### src/rtl/sync_sp_ram_req_adapter.sv
// rtl/sync_sp_ram_req_adapter.sv - valid/ready request front end for a synchronous single-port RAM
//
// Purpose:
//   Turns a valid/ready request stream into single-cycle RAM operations.
//   It also tracks the fixed RAM read latency.
//   Read data is returned on a valid/ready response stream.
//   A credit counter (Occ) covers the latency pipe plus the response buffer.
//   Because of that, downstream backpressure can never drop a RAM output beat.
//
// Optional feature (macro SYNC_SP_RAM_REQ_ADAPTER_WR_ACK_EN):
//   defined   - writes take a credit and return a zero-data ack beat, ordered with reads
//   undefined - writes produce no response and are always ready outside reset
//
// Ports:
//   Clk_CI, Rst_RI          clock, asynchronous active-high reset
//   ReqValid_SI/ReqReady_SO request handshake
//   ReqWrEn_SI              1 = write, 0 = read
//   ReqAddr_DI              request address
//   ReqWrData_DI            request write data
//   RespValid_SO            response valid
//   RespReady_SI            response ready
//   RespRdData_DO           response data
//   RamCSel_SO              RAM chip select
//   RamWrEn_SO              RAM write enable
//   RamAddr_DO              RAM address
//   RamWrData_DO            RAM write data
//   RamRdData_DI            RAM read data

module sync_sp_ram_req_adapter #(
   parameter int ADDR_WIDTH  = 10,
   parameter int DATA_WIDTH  = 32,
   parameter int RAM_LATENCY = 1,
   parameter int RESP_DEPTH  = 2
) (
   input  logic                  Clk_CI,
   input  logic                  Rst_RI,
   input  logic                  ReqValid_SI,
   output logic                  ReqReady_SO,
   input  logic                  ReqWrEn_SI,
   input  logic [ADDR_WIDTH-1:0] ReqAddr_DI,
   input  logic [DATA_WIDTH-1:0] ReqWrData_DI,
   output logic                  RespValid_SO,
   input  logic                  RespReady_SI,
   output logic [DATA_WIDTH-1:0] RespRdData_DO,
   output logic                  RamCSel_SO,
   output logic                  RamWrEn_SO,
   output logic [ADDR_WIDTH-1:0] RamAddr_DO,
   output logic [DATA_WIDTH-1:0] RamWrData_DO,
   input  logic [DATA_WIDTH-1:0] RamRdData_DI
);

   localparam int CNT_W = $clog2(RESP_DEPTH + 1);
   localparam int PTR_W = (RESP_DEPTH > 1) ? $clog2(RESP_DEPTH) : 1;
   localparam logic [CNT_W-1:0] DEPTH_C  = CNT_W'(RESP_DEPTH);
   localparam logic [PTR_W-1:0] LAST_PTR = PTR_W'(RESP_DEPTH - 1);

   if (RAM_LATENCY != 1 && RAM_LATENCY != 2) begin : g_bad_latency
      $error("sync_sp_ram_req_adapter: RAM_LATENCY must be 1 or 2");
   end
   if (RESP_DEPTH < 1) begin : g_bad_depth
      $error("sync_sp_ram_req_adapter: RESP_DEPTH must be >= 1");
   end

   logic [CNT_W-1:0]       occ_q;
   logic [RAM_LATENCY-1:0] pipe_vld_q;
   logic [RAM_LATENCY-1:0] pipe_ack_q;
   logic [DATA_WIDTH-1:0]  buf_q [RESP_DEPTH];
   logic [PTR_W-1:0]       wr_ptr_q, rd_ptr_q;
   logic [CNT_W-1:0]       cnt_q;

   logic                   takes_credit, credit_ok, accept, consume;
   logic                   arrive, buf_empty, push, pop_buf, handover;
   logic [DATA_WIDTH-1:0]  arrive_data;

   function automatic logic [PTR_W-1:0] next_ptr(input logic [PTR_W-1:0] p);
      return (p == LAST_PTR) ? '0 : p + PTR_W'(1);
   endfunction

`ifdef SYNC_SP_RAM_REQ_ADAPTER_WR_ACK_EN
   assign takes_credit = 1'b1;
`else
   assign takes_credit = ~ReqWrEn_SI;
`endif

   // Ready depends only on registered Occ and the request type.
   // It never depends on RespReady_SI.
   assign credit_ok   = (occ_q < DEPTH_C);
   assign ReqReady_SO = ~Rst_RI & (~takes_credit | credit_ok);
   assign accept      = ReqValid_SI & ReqReady_SO;
   assign consume     = accept & takes_credit;

   assign RamCSel_SO   = accept;
   assign RamWrEn_SO   = ReqWrEn_SI;
   assign RamAddr_DO   = ReqAddr_DI;
   assign RamWrData_DO = ReqWrData_DI;

   // The pipe tail marks the cycle in which RamRdData_DI belongs to us.
   assign arrive      = pipe_vld_q[RAM_LATENCY-1];
   assign arrive_data = pipe_ack_q[RAM_LATENCY-1] ? '0 : RamRdData_DI;
   assign buf_empty   = (cnt_q == '0);

   // With an empty buffer the arriving beat falls through combinationally.
   // Otherwise the buffer head is presented and the arriving beat queues behind it.
   assign RespValid_SO  = arrive | ~buf_empty;
   assign RespRdData_DO = buf_empty ? arrive_data : buf_q[rd_ptr_q];
   assign handover      = RespValid_SO & RespReady_SI;
   assign pop_buf       = ~buf_empty & RespReady_SI;
   assign push          = arrive & ~(buf_empty & RespReady_SI);

   always_ff @(posedge Clk_CI or posedge Rst_RI) begin
      if (Rst_RI) begin
         occ_q      <= '0;
         pipe_vld_q <= '0;
         pipe_ack_q <= '0;
         cnt_q      <= '0;
         wr_ptr_q   <= '0;
         rd_ptr_q   <= '0;
      end else begin
         // Shift in at bit 0; the sized cast drops the bit shifted past the tail.
         pipe_vld_q <= RAM_LATENCY'({pipe_vld_q, consume});
         pipe_ack_q <= RAM_LATENCY'({pipe_ack_q, consume & ReqWrEn_SI});

         if (consume && !handover) begin
            occ_q <= occ_q + CNT_W'(1);
         end else if (!consume && handover) begin
            occ_q <= occ_q - CNT_W'(1);
         end

         if (push) begin
            wr_ptr_q <= next_ptr(wr_ptr_q);
         end
         if (pop_buf) begin
            rd_ptr_q <= next_ptr(rd_ptr_q);
         end
         if (push && !pop_buf) begin
            cnt_q <= cnt_q + CNT_W'(1);
         end else if (!push && pop_buf) begin
            cnt_q <= cnt_q - CNT_W'(1);
         end
      end
   end

   // Data storage needs no reset; validity is carried by cnt_q.
   always_ff @(posedge Clk_CI) begin
      if (push) begin
         buf_q[wr_ptr_q] <= arrive_data;
      end
   end

endmodule

### config.mk
export PLATFORM = sky130hd
export DESIGN_NAME = sync_sp_ram_req_adapter
export DESIGN_NICKNAME = d
export VERILOG_FILES = /design/src/rtl/sync_sp_ram_req_adapter.sv
export SDC_FILE = /design/constraint.sdc
export NUM_CORES = 1
export LEC_CHECK = 0
export BUFFER_PORTS_ARGS = -buffer_cell sky130_fd_sc_hd__buf_4
export CAP_MARGIN = 10
export CORE_ASPECT_RATIO = 1.2
export CORE_MARGIN = 3
export CORE_UTILIZATION = 45
export DETAILED_ROUTE_END_ITERATION = 16
export PLACE_DENSITY = 0.81
export REMOVE_ABC_BUFFERS = 1
export SLEW_MARGIN = 20
export SYNTH_ARGS = -nofsm -noshare
export SYNTH_HDL_FRONTEND = slang
export SYNTH_SLANG_ARGS = --single-unit
### constraint.sdc
create_clock -name Clk_CI -period 3.2 [get_ports Clk_CI]
set_input_delay 0.16 -clock Clk_CI [delete_from_list [all_inputs] [get_ports Clk_CI]]
set_output_delay 0.16 -clock Clk_CI [all_outputs]
set_load 0.05 [all_outputs]
==> flow_metrics.py <==
metrics = {
    "global_routing": {
        "antenna_found_initial": 0,
        "grt_pass1_vias": 2152,
        "grt_pass1_wl_um": 12410,
        "grt_max_degree": 66,
        "grt_use_total_pct": 19.09,
        "gr-total-overflow": 0,
    },
    "sta": {
        "finalCriticalPeriod_ns": 2.218,
        "fmax_ghz": 0.4509,
        "skew_ns": 0.009813,
        "rsz0062_at_grt": "no",
        "slew_headroom_pct": 31.29,
        "fin_tns_setup_ns": 0,
        "hold_viol_final": 0,
        "period_share_pct": 69.30,
        "drv_slew": 0,
        "setup_violations": 0,
        "tightest_slew_ns": 1.031,
        "hold_slack_ns": 0.1072,
    },
    "power_and_ir_drop": {
        "leakage_nw": 1.613,
        "peakVddDrop_mv": 0.5299,
        "power_density_nw_per_um2": 909.4,
    },
    "route": {
        "drt_iter0_drc": 108,
        "antenna_left": 0,
        "vias": 2161,
        "finalWirelength_um": 8360,
        "dr.pass1.iters": 4,
        "wl_per_cell_um": 20.34,
        "drc": 0,
        "viasPerCell": 5.258,
    },
    "cts": {
        "worstSkewPairLatency_ns": 0.34,
        "cts.sinks": 72,
        "clk_pin_slew_worst_paths_ns": 0.07,
        "cts_buffers": 9,
        "htreeDepth": 3,
        "ctsResizeCount": 0,
        "cts_max_path_buffers": 2,
        "root_buffer": "clkbuf_8",
        "cts_tree": "yes",
    },
    "final_layout": {
        "area_growth_pct": 12.78,
        "mostFrequentLayoutCells": "73 x buf_4, 64 x edfxtp_1, 35 x a21oi_1",
        "final_common_cell": "buf_4",
        "diodes": 0,
        "nets": 397,
        "layout-drive-gt1-share_pct": 28.35,
    },
    "place": {
        "portBuffers": 72,
        "gp_congestion": 0.6628,
        "hpwlAfterDp_um": 5638,
    },
    "synth": {
        "yosysTopAreaCell": "edfxtp_1",
        "yosys_register_bits": 72,
        "yosys_most_used_dff": "edfxtp_1",
        "postSynth.asyncResetShare_pct": 11.11,
        "synth.area.top_cells": "edfxtp_1 54%, mux2i_1 9.3%, buf_4 9.1%, dfrtp_1 5.6%, nor2b_1 5.5%",
        "postSynthAreaPerCell_um2": 12.30,
        "syn_area_um2": 3555,
        "synth-seq-area-share_pct": 59.70,
        "yosysWarningCount": 0,
        "synth-edff-count": 64,
        "synth_top_area_share_pct": 54.07,
        "synth_cells": 289,
        "synthDistinctLibCells": 26,
    },
    "critical_path": {
        "r2r_start": "cnt_q[0]$_DFFE_PP0P_",
        "cp-startpoint": "rd_ptr_q$_DFFE_PP0P_",
        "rrSetupSlack_ns": 1.34,
        "critPathArrivalTime_ns": 2.06,
        "critPathLaunchType": "register",
        "crit_required_ns": 3.04,
        "critPathKind": "register to output pin",
        "crit_path_end_kind": "output pin",
        "crit_path_max_fanout": 33,
    },
    "die": {
        "io_pins": 157,
        "die_w_um": 87.14,
        "rows": 34,
        "initial_core_util_pct": 47.75,
        "coreArea_um2": 7445,
        "dieArea_um2": 9006,
        "fp.dieH_um": 103.4,
    },
    "hold_path": {
        "hold_path_startpoint": "RespReady_SI",
        "hp-class": "input pin to register",
    },
    "status": {
        "status": "finished clean",
    },
    "flow_run": {
        "cap_violations": 0,
    },
}
==> report_power, final <==
part / internal, mW / leakage [nW] / switching (mW)
Sequential: 1.10 / 0.684 / 0.157
Combinational: 0.550 / 0.828 / 1.10
Clock: 0.428 / 0.101 / 0.314
Total: 2.08 / 1.61 / 1.57
==> synth_stat cells (2+ instances only) <==
cell	instances
xnor2_1	3
clkbuf_1	3
inv_1	5
dfrtp_1	8
buf_2	2
and2b_1	3
edfxtp_1	64
xor2_1	2
mux2i_1	33
a21oi_1	35
buf_6	6
clkbuf_4	3
nand2_1	3
nor2_1	35
nor2b_1	31
buf_4	43
==> cell type report <==
type	count	area, µm²
Fill cell	655	3436
Sequential cell	72	2125
Multi-Input combinational cell	155	994.7
Timing Repair Buffer	74	558.0
Clock buffer	10	127.6
Tap cell	90	112.6
Clock inverter	5	72.57
Inverter	5	18.77
==> registers in the layout (all words and copies together), names as in the netlist <==
signal / count
arrive: 1
buf_q: 64
cnt_q: 2
occ_q: 2
pipe_ack_q: 1
rd_ptr_q: 1
wr_ptr_q: 1
==> worst paths after layout <==
check / endpoint / depth (start not counted)
max in group asynchronous: pipe_ack_q$_DFF_PP0_ / 3
hold reg to reg: occ_q[1]$_DFFE_PP0P_ / 1
setup reg to reg: buf_q[1][3]$_DFFE_PP_ / 3
min in group asynchronous: arrive$_DFF_PP0_ / 3
setup / recovery: RespRdData_DO[24] / 3
hold / removal: rd_ptr_q$_DFFE_PP0P_ / 3
==> routing by layer <==
layer | global-route usage [%] | share of wire [%]
met1 | 24.81 | 43
met2 | 25.19 | 41
met3 | 12.12 | 13
met4 | 6.966 | 1.3
met5 | 5.114 | 0.57
==> cells by family after synthesis <==
group / Yosys count / synth area share, %
compound gates: 38 / 5.526
xor+xnor: 5 / 1.232
fa+ha+maj: 1 / 0.3519
buf+inv: 62 / 12.74
flops: 72 / 59.70
mux: 33 / 9.293
other cells: 1 / 0.1055
simple gates: 77 / 11.05
==> timing repair <==
item                      4_1_cts  5_1_grt
setup buffers                   0        0
hold endpoints to repair        8        0
hold buffers                    1        0
==> worst max-delay path, cell delays in order, from the launching register on <==
cell,delay (ns)
dfrtp_2,1.04
mux2i_1,0.16
a21oi_1,0.24
buf_4,0.24
==> stage by stage <==
stage	instance area (µm²)	power, mW	setup slack [ns]	instances	utilization [%]
after floorplan	3120	2.439	0.4308	232	-
after global placement	3797	2.919	1.289	395	51.01
after detailed placement	3797	2.942	1.249	395	51.01
after CTS	4008	3.682	0.8852	411	53.83
after global routing	4009	3.820	0.8482	411	53.85
final	4009	3.646	0.9823	411	53.85
Note: power is estimated with default switching activity, not from simulation.
